## src/rtl/seq_lock_fsm.sv

```systemverilog
// Switch-sequence lock: matches one-hot switch entries against a packed code, with failure
// counting, timed lockout, timed open indication and idle-entry abandonment.
module seq_lock_fsm #(
  parameter int unsigned NUM_SW      = 5,
  parameter int unsigned SEQ_LEN     = 4,
  parameter logic [$clog2(NUM_SW)*SEQ_LEN-1:0] CODE = 12'h84A,
  parameter int unsigned MAX_FAIL    = 3,
  parameter int unsigned OPEN_CYCLES = 4,
  parameter int unsigned LOCK_CYCLES = 8,
  parameter int unsigned TIMEOUT     = 6
) (
  input  logic                         KEY0,
  input  logic                         KEY1,
  input  logic [NUM_SW-1:0]            SW,
  output logic [2:0]                   state,
  output logic [1:0]                   Z,
  output logic [$clog2(SEQ_LEN+1)-1:0] progress,
  output logic [$clog2(MAX_FAIL+1)-1:0] fails
);

  localparam int unsigned IDX_W   = $clog2(NUM_SW);
  localparam int unsigned PW      = $clog2(SEQ_LEN + 1);
  localparam int unsigned FW      = $clog2(MAX_FAIL + 1);
  localparam int unsigned TMR_MX1 = (OPEN_CYCLES > LOCK_CYCLES) ? OPEN_CYCLES : LOCK_CYCLES;
  localparam int unsigned TMR_MAX = (TMR_MX1 > TIMEOUT) ? TMR_MX1 : TIMEOUT;
  localparam int unsigned TMR_W   = (TMR_MAX > 1) ? $clog2(TMR_MAX) : 1;

  localparam logic [PW-1:0]    LAST_IDX  = PW'(SEQ_LEN - 1);
  localparam logic [FW-1:0]    LAST_FAIL = FW'(MAX_FAIL - 1);
  localparam logic [TMR_W-1:0] T_ENTRY   = TMR_W'(TIMEOUT - 1);
  localparam logic [TMR_W-1:0] T_OPEN    = TMR_W'(OPEN_CYCLES - 1);
  localparam logic [TMR_W-1:0] T_LOCK    = TMR_W'(LOCK_CYCLES - 1);

  typedef enum logic [2:0] {
    S_IDLE    = 3'b000,
    S_ENTRY   = 3'b001,
    S_OPEN    = 3'b010,
    S_FAIL    = 3'b011,
    S_LOCKOUT = 3'b100
  } state_t;

  state_t            state_q, state_d;
  logic [1:0]        z_q, z_d;
  logic [PW-1:0]     progress_q, progress_d;
  logic [FW-1:0]     fails_q, fails_d;
  logic [TMR_W-1:0]  timer_q, timer_d;

  logic              sw_blank_c;
  logic              sw_onehot_c;
  logic [IDX_W-1:0]  sw_digit_c;
  logic [IDX_W-1:0]  exp_digit_c;
  logic              correct_c;

  // Classify the sampled switch vector and look up the digit expected next.
  always_comb begin
    sw_blank_c  = (SW == '0);
    sw_onehot_c = !sw_blank_c && ((SW & (SW - NUM_SW'(1))) == '0);
    sw_digit_c  = '0;
    for (int unsigned i = 0; i < NUM_SW; i++) begin
      if (SW[i]) sw_digit_c = IDX_W'(i);
    end
    exp_digit_c = '0;
    for (int unsigned i = 0; i < SEQ_LEN; i++) begin
      if (progress_q == PW'(i)) exp_digit_c = CODE[IDX_W*i +: IDX_W];
    end
    correct_c = sw_onehot_c && (sw_digit_c == exp_digit_c);
  end

  // Next-state and registered-output logic.
  always_comb begin
    logic go_open;
    logic fail_ev;
    state_d    = state_q;
    progress_d = progress_q;
    fails_d    = fails_q;
    timer_d    = timer_q;
    z_d        = 2'b00;
    go_open    = 1'b0;
    fail_ev    = 1'b0;

    case (state_q)
      S_IDLE: begin
        if (correct_c) begin
          if (SEQ_LEN == 1) begin
            go_open = 1'b1;
          end else begin
            state_d    = S_ENTRY;
            progress_d = PW'(1);
            timer_d    = T_ENTRY;
          end
        end else if (!sw_blank_c) begin
          fail_ev = 1'b1;
        end
      end
      S_ENTRY: begin
        if (correct_c) begin
          if (progress_q == LAST_IDX) begin
            go_open = 1'b1;
          end else begin
            progress_d = progress_q + PW'(1);
            timer_d    = T_ENTRY;
          end
        end else if (sw_blank_c) begin
          if (timer_q == '0) begin
            state_d    = S_IDLE;
            progress_d = '0;
          end else begin
            timer_d = timer_q - TMR_W'(1);
          end
        end else begin
          fail_ev = 1'b1;
        end
      end
      S_OPEN: begin
        if (timer_q == '0) begin
          state_d    = S_IDLE;
          progress_d = '0;
        end else begin
          timer_d = timer_q - TMR_W'(1);
        end
      end
      S_FAIL: begin
        state_d = S_IDLE;
      end
      S_LOCKOUT: begin
        if (timer_q == '0) begin
          state_d = S_IDLE;
          fails_d = '0;
        end else begin
          timer_d = timer_q - TMR_W'(1);
        end
      end
      default: begin
        state_d    = S_IDLE;
        progress_d = '0;
        timer_d    = '0;
      end
    endcase

    if (go_open) begin
      state_d    = S_OPEN;
      progress_d = PW'(SEQ_LEN);
      fails_d    = '0;
      timer_d    = T_OPEN;
    end

    // A wrong digit ends the attempt; it never seeds a new one.
    if (fail_ev) begin
      progress_d = '0;
      if (fails_q == LAST_FAIL) begin
        state_d = S_LOCKOUT;
        fails_d = FW'(MAX_FAIL);
        timer_d = T_LOCK;
      end else begin
        state_d = S_FAIL;
        fails_d = fails_q + FW'(1);
      end
    end

    case (state_d)
      S_OPEN:    z_d = 2'b01;
      S_FAIL:    z_d = 2'b10;
      S_LOCKOUT: z_d = 2'b11;
      default:   z_d = 2'b00;
    endcase
  end

  always_ff @(posedge KEY0 or negedge KEY1) begin
    if (!KEY1) begin
      state_q    <= S_IDLE;
      z_q        <= 2'b00;
      progress_q <= '0;
      fails_q    <= '0;
      timer_q    <= '0;
    end else begin
      state_q    <= state_d;
      z_q        <= z_d;
      progress_q <= progress_d;
      fails_q    <= fails_d;
      timer_q    <= timer_d;
    end
  end

  assign state    = state_q;
  assign Z        = z_q;
  assign progress = progress_q;
  assign fails    = fails_q;

endmodule

```

## config.mk

```make
export PLATFORM = sky130hd
export DESIGN_NAME = seq_lock_fsm
export DESIGN_NICKNAME = d
export VERILOG_FILES = /design/src/rtl/seq_lock_fsm.sv
export SDC_FILE = /design/constraint.sdc
export NUM_CORES = 1
export LEC_CHECK = 0
export BUFFER_PORTS_ARGS = -buffer_cell sky130_fd_sc_hd__buf_2
export CORE_MARGIN = 4
export CORE_UTILIZATION = 50
export DETAILED_ROUTE_END_ITERATION = 8
export PLACE_DENSITY = 0.77
export SKIP_CTS_REPAIR_TIMING = 1
export SLEW_MARGIN = 20
export SYNTH_ARGS = -nofsm -noshare
export SYNTH_HDL_FRONTEND = slang
export SYNTH_SLANG_ARGS = --single-unit
```

## constraint.sdc

```tcl
create_clock -name KEY0 -period 2.1 [get_ports KEY0]
set_input_delay 0.105 -clock KEY0 [delete_from_list [all_inputs] [get_ports KEY0]]
set_output_delay 0.105 -clock KEY0 [all_outputs]
set_load 0.005 [all_outputs]
```

==> impl_metrics.yaml <==
synthesis:
  post_synth_instance_area_um2: 1190
  yosysWarningCount: 0
  synth_async_sr_flop_share: 1.00
  syn_inst: 154
  dominantRegCellSynth: "sky130_fd_sc_hd__dfrtp_1"
  synth_nets: 169
  post_synth.cell_area_avg_um2: 7.76
  synth.distinct_cells: 45
  ys_seq_elements: 13
  ys_seq_area_frac: 0.272
  synth_edf_count: 0
clock_tree:
  htree_num_levels: 1
  clock_tree_from_tritoncts: "built"
  numCtsBuffers: 3
  cts.root.buffer_cell: "sky130_fd_sc_hd__clkbuf_4"
  worst_setup_hold_path_clk_slew_ns: 0.08
  clk_latency_ns: 0.28
  cts_max_path_buffers: 2
  clock-sinks: 13
place:
  placer_congestion_estimate: 0.921
  post-place-ws_ns: -0.0961
  detailedPlacementHpwl_mm: 2.54
  port_buffers: 16
  placed_cell_area_um2: 1460
grt:
  globalRoute.totalOverflow: 0
  grt_pass1_vias: 1248
  grt_start_max_net_pins: 15
  antenna_found_initial: 0
  wire_length_of_the_first_global_routing_pass_mm: 5.61
  grt_usage: 0.213
sta:
  timing_worst_slew_pin_value_ns: 0.476
  timing.hold.ws_ns: 0.237
  tns_ns: -0.153
  rsz_0062_raised_after_global_routing: "yes"
  final_slew_viol_count: 0
  fmax_mhz: 459
  period_needed_ns: 2.18
  count_of_endpoints_failing_hold_in_the_final_timing_report: 0
  max_slew_margin: 0.680
  clock_skew_after_layout_ns: 0.00693
  final_worst_path_cycle_share: 1.04
  timing.final.ws_setup_ns: -0.0778
  setup_viol_count_final: 3
drt:
  route.final.wire_length_mm: 3.46
  detailroute.via_count: 1279
  route.detailed.vias_per_inst: 5.98
  drtAntennaViolNets: 0
  dr.first_iter.drc_count: 53
  drcViolationCount: 0
  drt-pass1-iter-count: 4
  wl_per_cell_um: 16.2
setup_path:
  critical_path_class: "reg -> reg"
  path_max_fanout: 5
  worst_setup_path_start_kind: "register"
  timing.critical_path.required_ns: 2.30
  worst-endpoint-arrival_ns: 2.37
  critical-path-slowest-cell: "sky130_fd_sc_hd__dfrtp_2"
  worst_setup_path_end_kind: "register"
  critical-path-max-stage-delay_ns: 0.45
  critical_path.cell_chain: "inv_2 > ha_2 > or2_4 > a2111oi_4 > a211oi_4 > and2_4 > or3_4 > a32oi_2"
pwr:
  p_per_area_nw_per_um2: 1370
  peakVddDrop_uv: 1110
  total_leakage_power_nw: 0.709
  total_power_w: 0.00220
finish:
  drive_gt1_frac: 0.333
  finalNetCount: 202
  area_growth_pct: 34.1
  antenna-diode-count: 0
  postLayoutCellArea_um2: 1600
run:
  maxCapViolations: 0
floorplanning:
  die_area_um2: 3240
  rows: 17
  initial_core_utilization: 0.535
  ios: 17
  die_y_um: 56.9
  core_um2: 2230
  dieWidth_um: 56.9
run_status:
  status: "finished, violations left"
  failed_checks: "negative setup slack"
min_path:
  hold_class: "in -> async"
-- worst max-delay path, delay by kind of cell (launching register included) --
family | cells | cell delay (ns)
AO/OA/AOI/OAI | 3 | 0.66
adder cells (fa/ha/maj) | 1 | 0.17
buffers and inverters | 1 | 0.07
flip-flops | 1 | 0.45
AND/OR/NAND/NOR | 3 | 0.76
-- sequential cells by signal (all words and copies together), names as in the netlist --
register,count
progress,3
fails,2
state,3
Z,2
timer_q,3
-- power by group --
| part | leakage [nW] | total, W | internal, W | switching (W) |
|---|---|---|---|---|
| clock | 0.0150 | 0.000153 | 0.0000737 | 0.0000795 |
| sequential | 0.158 | 0.000521 | 0.000367 | 0.000154 |
| combinational | 0.536 | 0.00153 | 0.000711 | 0.000816 |
-- path summary, 6_finish.rpt --
path | from | cells past startpoint | endpoint | slack [ns]
setup / recovery | progress[1]$_DFFE_PN0P_ | 8 | progress[0]$_DFFE_PN0P_ | -0.08
hold / removal | KEY1 | 2 | fails[0]$_DFFE_PN0P_ | 0.24
setup reg to reg | progress[1]$_DFFE_PN0P_ | 8 | progress[0]$_DFFE_PN0P_ | -0.08
hold reg to reg | fails[0]$_DFFE_PN0P_ | 1 | fails[0]$_DFFE_PN0P_ | 0.53
max in group asynchronous | KEY1 | 2 | progress[1]$_DFFE_PN0P_ | 1.62
min in group KEY0 | SW[4] | 4 | state[0]$_DFF_PN0_ | 0.40
-- final cells by class --
type | instances | area (µm²)
Tap cell | 28 | 35.0
Multi-Input combinational cell | 123 | 943
Sequential cell | 13 | 328
Fill cell | 193 | 631
Timing Repair Buffer | 35 | 229
Inverter | 11 | 41.3
Clock buffer | 4 | 26.3
-- stage by stage --
stage           util  cells
2_1_floorplan      -    154
3_3_place_gp   0.655    208
3_5_place_dp   0.655    208
4_1_cts        0.667    212
5_1_grt        0.718    214
6_report       0.718    214
-- layout by cell type, fill, tap and decap left out, drive strengths merged, types with 2 or more instances in the layout --
cell,n
a211oi,2
nor2b,3
and2,2
ha,8
nand4,4
nor3b,3
inv,11
dfrtp,13
or3,2
o21ai,11
nor3,2
a2111oi,2
a21oi,7
nand3,7
o31ai,2
nor4,2
clkbuf,4
mux2i,4
a21boi,2
nand2b,4
a31oi,5
and3,3
nor4b,2
nor2,11
buf,34
nand2,20
o22a,2
-- cells in the mapped netlist, drive strengths merged (3+ instances only) --
cell | count | area (µm²)
nand4 | 4 | 25.0
clkbuf | 5 | 18.8
dfrtp | 13 | 325
nor2b | 3 | 18.8
mux2i | 4 | 40.0
a31oi | 5 | 31.3
o21ai | 11 | 55.1
nand2 | 20 | 77.6
and3 | 3 | 18.8
nand3 | 7 | 35.0
a21oi | 7 | 35.0
ha | 8 | 100
nor3b | 3 | 22.5
nand2b | 4 | 25.0
nor2 | 11 | 41.3
inv | 11 | 41.3
-- layer usage --
layer  vias up  routed length (µm)  track usage
met5         -                   0            0
met1       619                1390        0.267
met4         0                   0       0.0331
li1        621                   -            -
met3         0                 150       0.0437
met2        39                1910        0.380
-- logic make-up (layout without fill, tap and decap cells) --
family                     Yosys count  after routing  share of synthesized area
adders and majority gates            8              8                     0.0838
and+or+nand+nor                     67             67                      0.295
xor gates and xnor gates             1              1                    0.00733
buffers and inverters               18             50                     0.0639
muxes                                5              5                     0.0429
DFF                                 13             13                      0.272
AOI/OAI and AO/OA                   42             42                      0.235
No activity file was read; power rests on OpenSTA's default activity.
